### src/rtl/k16_fb_fill.sv
// Frame-buffer fill engine: CPU-programmed block fill streamed into the frame
// buffer write port, with CPU writes taking priority on that port.
module k16_fb_fill #(
  parameter int FB_AW = 11,
  parameter int DW    = 16
) (
  input  logic             clk,
  input  logic             reset,
  input  logic [1:0]       reg_addr,
  input  logic [15:0]      reg_din,
  input  logic             reg_write,
  output logic [15:0]      reg_dout,
  input  logic             cpu_fb_write,
  input  logic [FB_AW-1:0] cpu_fb_waddr,
  input  logic [DW-1:0]    cpu_fb_din,
  output logic             fb_write,
  output logic [FB_AW-1:0] fb_waddr,
  output logic [DW-1:0]    fb_din,
  output logic             busy,
  output logic             done
);

  typedef enum logic [1:0] {
    IDLE = 2'd0,
    FILL = 2'd1,
    DONE = 2'd2
  } state_t;

  localparam logic [15:0]    MAX_COUNT = 16'(2 ** FB_AW);
  localparam logic [FB_AW:0] REM_ONE   = (FB_AW + 1)'(1);
  localparam logic [FB_AW-1:0] PTR_ONE = FB_AW'(1);
  localparam logic [DW-1:0]  CUR_ONE   = DW'(1);

  state_t           state_r;
  logic [FB_AW-1:0] start_r;
  logic [FB_AW:0]   count_r;
  logic [DW-1:0]    value_r;
  logic             inc_r;
  logic             inc_run_r;
  logic [FB_AW-1:0] ptr_r;
  logic [FB_AW:0]   rem_r;
  logic [DW-1:0]    cur_r;

  logic ctrl_wr;
  logic go_req;
  logic abort_req;
  logic eng_write;

  assign ctrl_wr   = reg_write && (reg_addr == 2'd3);
  assign go_req    = ctrl_wr && reg_din[0];
  assign abort_req = ctrl_wr && reg_din[2];
  // An abort cycle and a CPU cycle both suppress the engine write.
  assign eng_write = (state_r == FILL) && !abort_req && !cpu_fb_write;

  assign busy = (state_r == FILL);
  assign done = (state_r == DONE);

  // Register file and fill sequencer.
  always_ff @(posedge clk) begin
    if (!reset) begin
      state_r   <= IDLE;
      start_r   <= '0;
      count_r   <= '0;
      value_r   <= '0;
      inc_r     <= 1'b0;
      inc_run_r <= 1'b0;
      ptr_r     <= '0;
      rem_r     <= '0;
      cur_r     <= '0;
    end else begin
      if (reg_write) begin
        case (reg_addr)
          2'd0:    start_r <= reg_din[FB_AW-1:0];
          2'd1:    count_r <= (reg_din > MAX_COUNT) ? MAX_COUNT[FB_AW:0] : reg_din[FB_AW:0];
          2'd2:    value_r <= reg_din[DW-1:0];
          2'd3:    inc_r   <= reg_din[1];
          default: ;
        endcase
      end

      case (state_r)
        IDLE: begin
          if (go_req && !abort_req) begin
            if (count_r != '0) begin
              ptr_r     <= start_r;
              rem_r     <= count_r;
              cur_r     <= value_r;
              inc_run_r <= reg_din[1];
              state_r   <= FILL;
            end else begin
              state_r <= DONE;
            end
          end
        end
        FILL: begin
          if (abort_req) begin
            state_r <= DONE;
          end else if (!cpu_fb_write) begin
            ptr_r <= ptr_r + PTR_ONE;
            rem_r <= rem_r - REM_ONE;
            cur_r <= cur_r + (inc_run_r ? CUR_ONE : '0);
            if (rem_r == REM_ONE) begin
              state_r <= DONE;
            end
          end
        end
        DONE:    state_r <= IDLE;
        default: state_r <= IDLE;
      endcase
    end
  end

  // Register readback.
  always_comb begin
    reg_dout = 16'd0;
    case (reg_addr)
      2'd0:    reg_dout = 16'(start_r);
      2'd1:    reg_dout = 16'(count_r);
      2'd2:    reg_dout = 16'(value_r);
      2'd3:    reg_dout = {14'd0, inc_r, busy};
      default: reg_dout = 16'd0;
    endcase
  end

  // Frame-buffer port mux; the CPU always wins.
  always_comb begin
    fb_write = 1'b0;
    fb_waddr = '0;
    fb_din   = '0;
    if (cpu_fb_write) begin
      fb_write = 1'b1;
      fb_waddr = cpu_fb_waddr;
      fb_din   = cpu_fb_din;
    end else if (eng_write) begin
      fb_write = 1'b1;
      fb_waddr = ptr_r;
      fb_din   = cur_r;
    end else begin
      fb_write = 1'b0;
      fb_waddr = '0;
      fb_din   = '0;
    end
  end

endmodule

### config.mk
export PLATFORM = sky130hd
export DESIGN_NAME = k16_fb_fill
export DESIGN_NICKNAME = d
export VERILOG_FILES = /design/src/rtl/k16_fb_fill.sv
export SDC_FILE = /design/constraint.sdc
export NUM_CORES = 1
export LEC_CHECK = 0
export CORE_ASPECT_RATIO = 2
export CORE_MARGIN = 2
export CORE_UTILIZATION = 56
export CTS_CLUSTER_SIZE = 25
export DETAILED_ROUTE_END_ITERATION = 10
export PLACE_DENSITY = 0.86
export SLEW_MARGIN = 0
export SYNTH_ARGS = -nofsm -noshare
export SYNTH_HDL_FRONTEND = slang
export SYNTH_SLANG_ARGS = --single-unit
### constraint.sdc
create_clock -name clk -period 4.52 [get_ports clk]
set_clock_uncertainty 0.15 [all_clocks]
set_input_delay 0.904 -clock clk [delete_from_list [all_inputs] [get_ports clk]]
set_output_delay 0.904 -clock clk [all_outputs]
set_load 0.005 [all_outputs]
==> metrics.txt <==
Final Cycle Share=0.879; worst hold path class=register to register; CTS tree=yes; Worst Tran Pin Value=approximately 0.8 ns; vias=just over 5k; max-cap viol count=0; filler cell count=roughly 660; Routed WL=14.3 mm; drt pass-1 iters=6; Layout area overhead=25.3%; Die ar.=slightly above 9000 um^2; Final Net Count=approximately 760; crit path max-delay cell type=clkdlybuf4s50_1; Die X=approximately 69 um; CTS Root Cell=clkbuf_16; row count=47; DRC Markers=0; crit-path max cell delay=~0.55 ns; Initial Util=0.577; Worst-Skew Late Latency=about 0.35 ns; RSZ-0062 raised after global routing=no; core area=between 8000 and 9000 um^2; Leak Pwr=2.07 nW; synth warn=0; cell mode on critical path=clkdlybuf4s50_1; main flop type after synthesis=dfxtp_1; Routed Antenna Nets=0; Global Route Usage Sum=0.306; crit start category=input pin; CP required=about 3.5 ns; worst-path maximum fanout=29; largest net degree at the start of global routing=70; CTS hold repair buffers=0; ANT cells=0; Final Max Tran Viols=0; Hold WS=around 0.33 ns; P per Cell Area=roughly 270 nW/um^2; grt total ovfl=0; crit path capture type=primary output; Post-synth EDFFs=0; # IOs=95; Mapped Avg Cell Area=about 7.4 um^2; final hold vios=0; Final Non-Filler Cells=810; DRT iter0 DRCs=450; Synth cell types=66; FF+latch area=1640 um^2; Inst Count DP=slightly below 800; Netlist Area Pre-Place=about 4700 um^2; Post-CTS Setup Inserts=0; layout cell share with drive strength beyond 1=0.0660; fin util=0.722; Post-Syn Instances=between 600 and 700; DR vias/cell=6.28; CTS HTree Levels=3; CTS Buf Count=9; setup TNS=0 ns; initial antenna violation count=0; DPL Wire Length=between 9 and 10 mm; Seq/Total Area, Yosys=0.346; status=finished clean; vias in the first global route=around 4.8k; WL/cell=between 15 and 20 um; fmax=around 0.25 GHz; Net Count, Synth=around 700; FF+latch count, synth=82; post-CTS sizing=0; GPL Wtd Cong=0.890; async set or reset register ratio after synthesis=0; Die Y=134 um; first-pass GRT wire length=approximately 23 mm; min Tclk post-route=just under 4 ns; worst-path cell chain=clkdlybuf4s50_1 > and3_1 > a21oi_2 > buf_4 > nand2_1 > o21ai_0 > clkdlybuf4s50_1; worst vdd ir=0.000308 V; Clk pin slew, worst setup/hold paths=around 0.060 ns; type of the worst setup path=input pin to primary output; IO buf count=94; Worst Path Arrival=around 2.9 ns; Clock Path Buffers=2; CTS Sinks=between 80 and 90; area taken by multi-input logic gates=about 2900 um^2; worst rel slew slack=0.479; Final Setup Violations=0
[critical path, delay by kind of cell]
kind	cells	cell delay, ns
compound gates	2	0.31
buf+inv	3	1.34
simple gates	2	0.34
[final timing paths]
path	from	to	slack, ns	cells past startpoint
max reg2reg	cur_r[0]	cur_r[14]	2.21	7
min reg2reg	value_r[14]	value_r[14]	0.33	2
max	reg_write	fb_din[14]	0.55	7
min	value_r[14]	value_r[14]	0.33	2
[state kept, by name, indices dropped and copies added, names as in the netlist]
signal	flops
count_r	12
cur_r	16
inc_r	1
inc_run_r	1
ptr_r	11
rem_r	12
start_r	11
state_r	2
value_r	16
[cell families after synthesis]
group           count (synthesis)  share of synthesized area
compound gates                183                      0.245
buf+inv                        59                     0.0561
fa+ha+maj                       5                     0.0132
xor+xnor                        2                    0.00369
simple gates                  288                      0.281
mux                            24                     0.0559
flops                          82                      0.346
[synth_stat cells, drive strengths merged, types with 5 or more instances]
cell / instances / area (um^2)
a21oi: 58 / 298
a22oi: 12 / 90.1
a31o: 6 / 52.6
and2: 5 / 31.3
and3: 8 / 50.1
buf: 26 / 141
clkbuf: 27 / 103
dfxtp: 82 / 1640
ha: 5 / 62.6
inv: 5 / 18.8
mux2i: 22 / 220
nand2: 146 / 548
nand3: 22 / 110
nand4: 7 / 50.1
nor2: 53 / 199
nor3: 13 / 76.3
nor3b: 6 / 45.0
nor4: 10 / 87.6
o21a: 5 / 37.5
o21ai: 54 / 270
o31ai: 5 / 42.5
o32ai: 7 / 68.8
[stage by stage]
step	power, W	instance area (um^2)	worst slack, ns
3_5_place_dp	0.000930	5660	0.574
6_report	0.00162	5950	0.547
4_1_cts	0.00162	5950	0.564
2_1_floorplan	0.000830	4750	1.48
5_1_grt	0.00166	5950	0.418
3_3_place_gp	0.000926	5660	0.663
[area by class of cell]
cell class	count	area share
inverters	6	0.00379
clock inverters	2	0.00168
multi-input cells	502	0.479
well taps	98	0.0206
flip-flops and latches	82	0.276
clock buffers	14	0.0461
repair buffers	106	0.172
[cell usage in the layout (no fill, tap or decap), types with 4 or more instances in the layout]
cell type and instances:
nand2_1 146, clkdlybuf4s50_1 93, dfxtp_1 82, a21oi_1 55
o21ai_0 53, nor2_1 53, mux2i_1 22, nand3_1 22
nor3_1 12, a22oi_1 12, buf_4 12, clkbuf_16 9
and3_1 8, nand4_1 6, nor4_1 6, o32ai_1 6
and2_1 5, nor3b_1 5, o21a_1 5, a31o_1 5
ha_1 5, nor2b_1 4, inv_1 4, nor4_2 4
a31oi_1 4, o211ai_1 4, o31ai_1 4
[where the power goes]
group	internal [W]	switching (W)
logic	0.0000915	0.0000819
registers	0.000733	0.0000108
clock network	0.000416	0.000288
[routing by layer]
layer / share of wire / vias to the layer above / track usage
li1: - / 2422 / -
met1: 0.36 / 2378 / 0.348
met2: 0.53 / 241 / 0.543
met3: 0.073 / 43 / 0.0488
met4: 0.037 / 0 / 0.161
met5: 0 / - / 0
(Power assumes the default switching activity.)
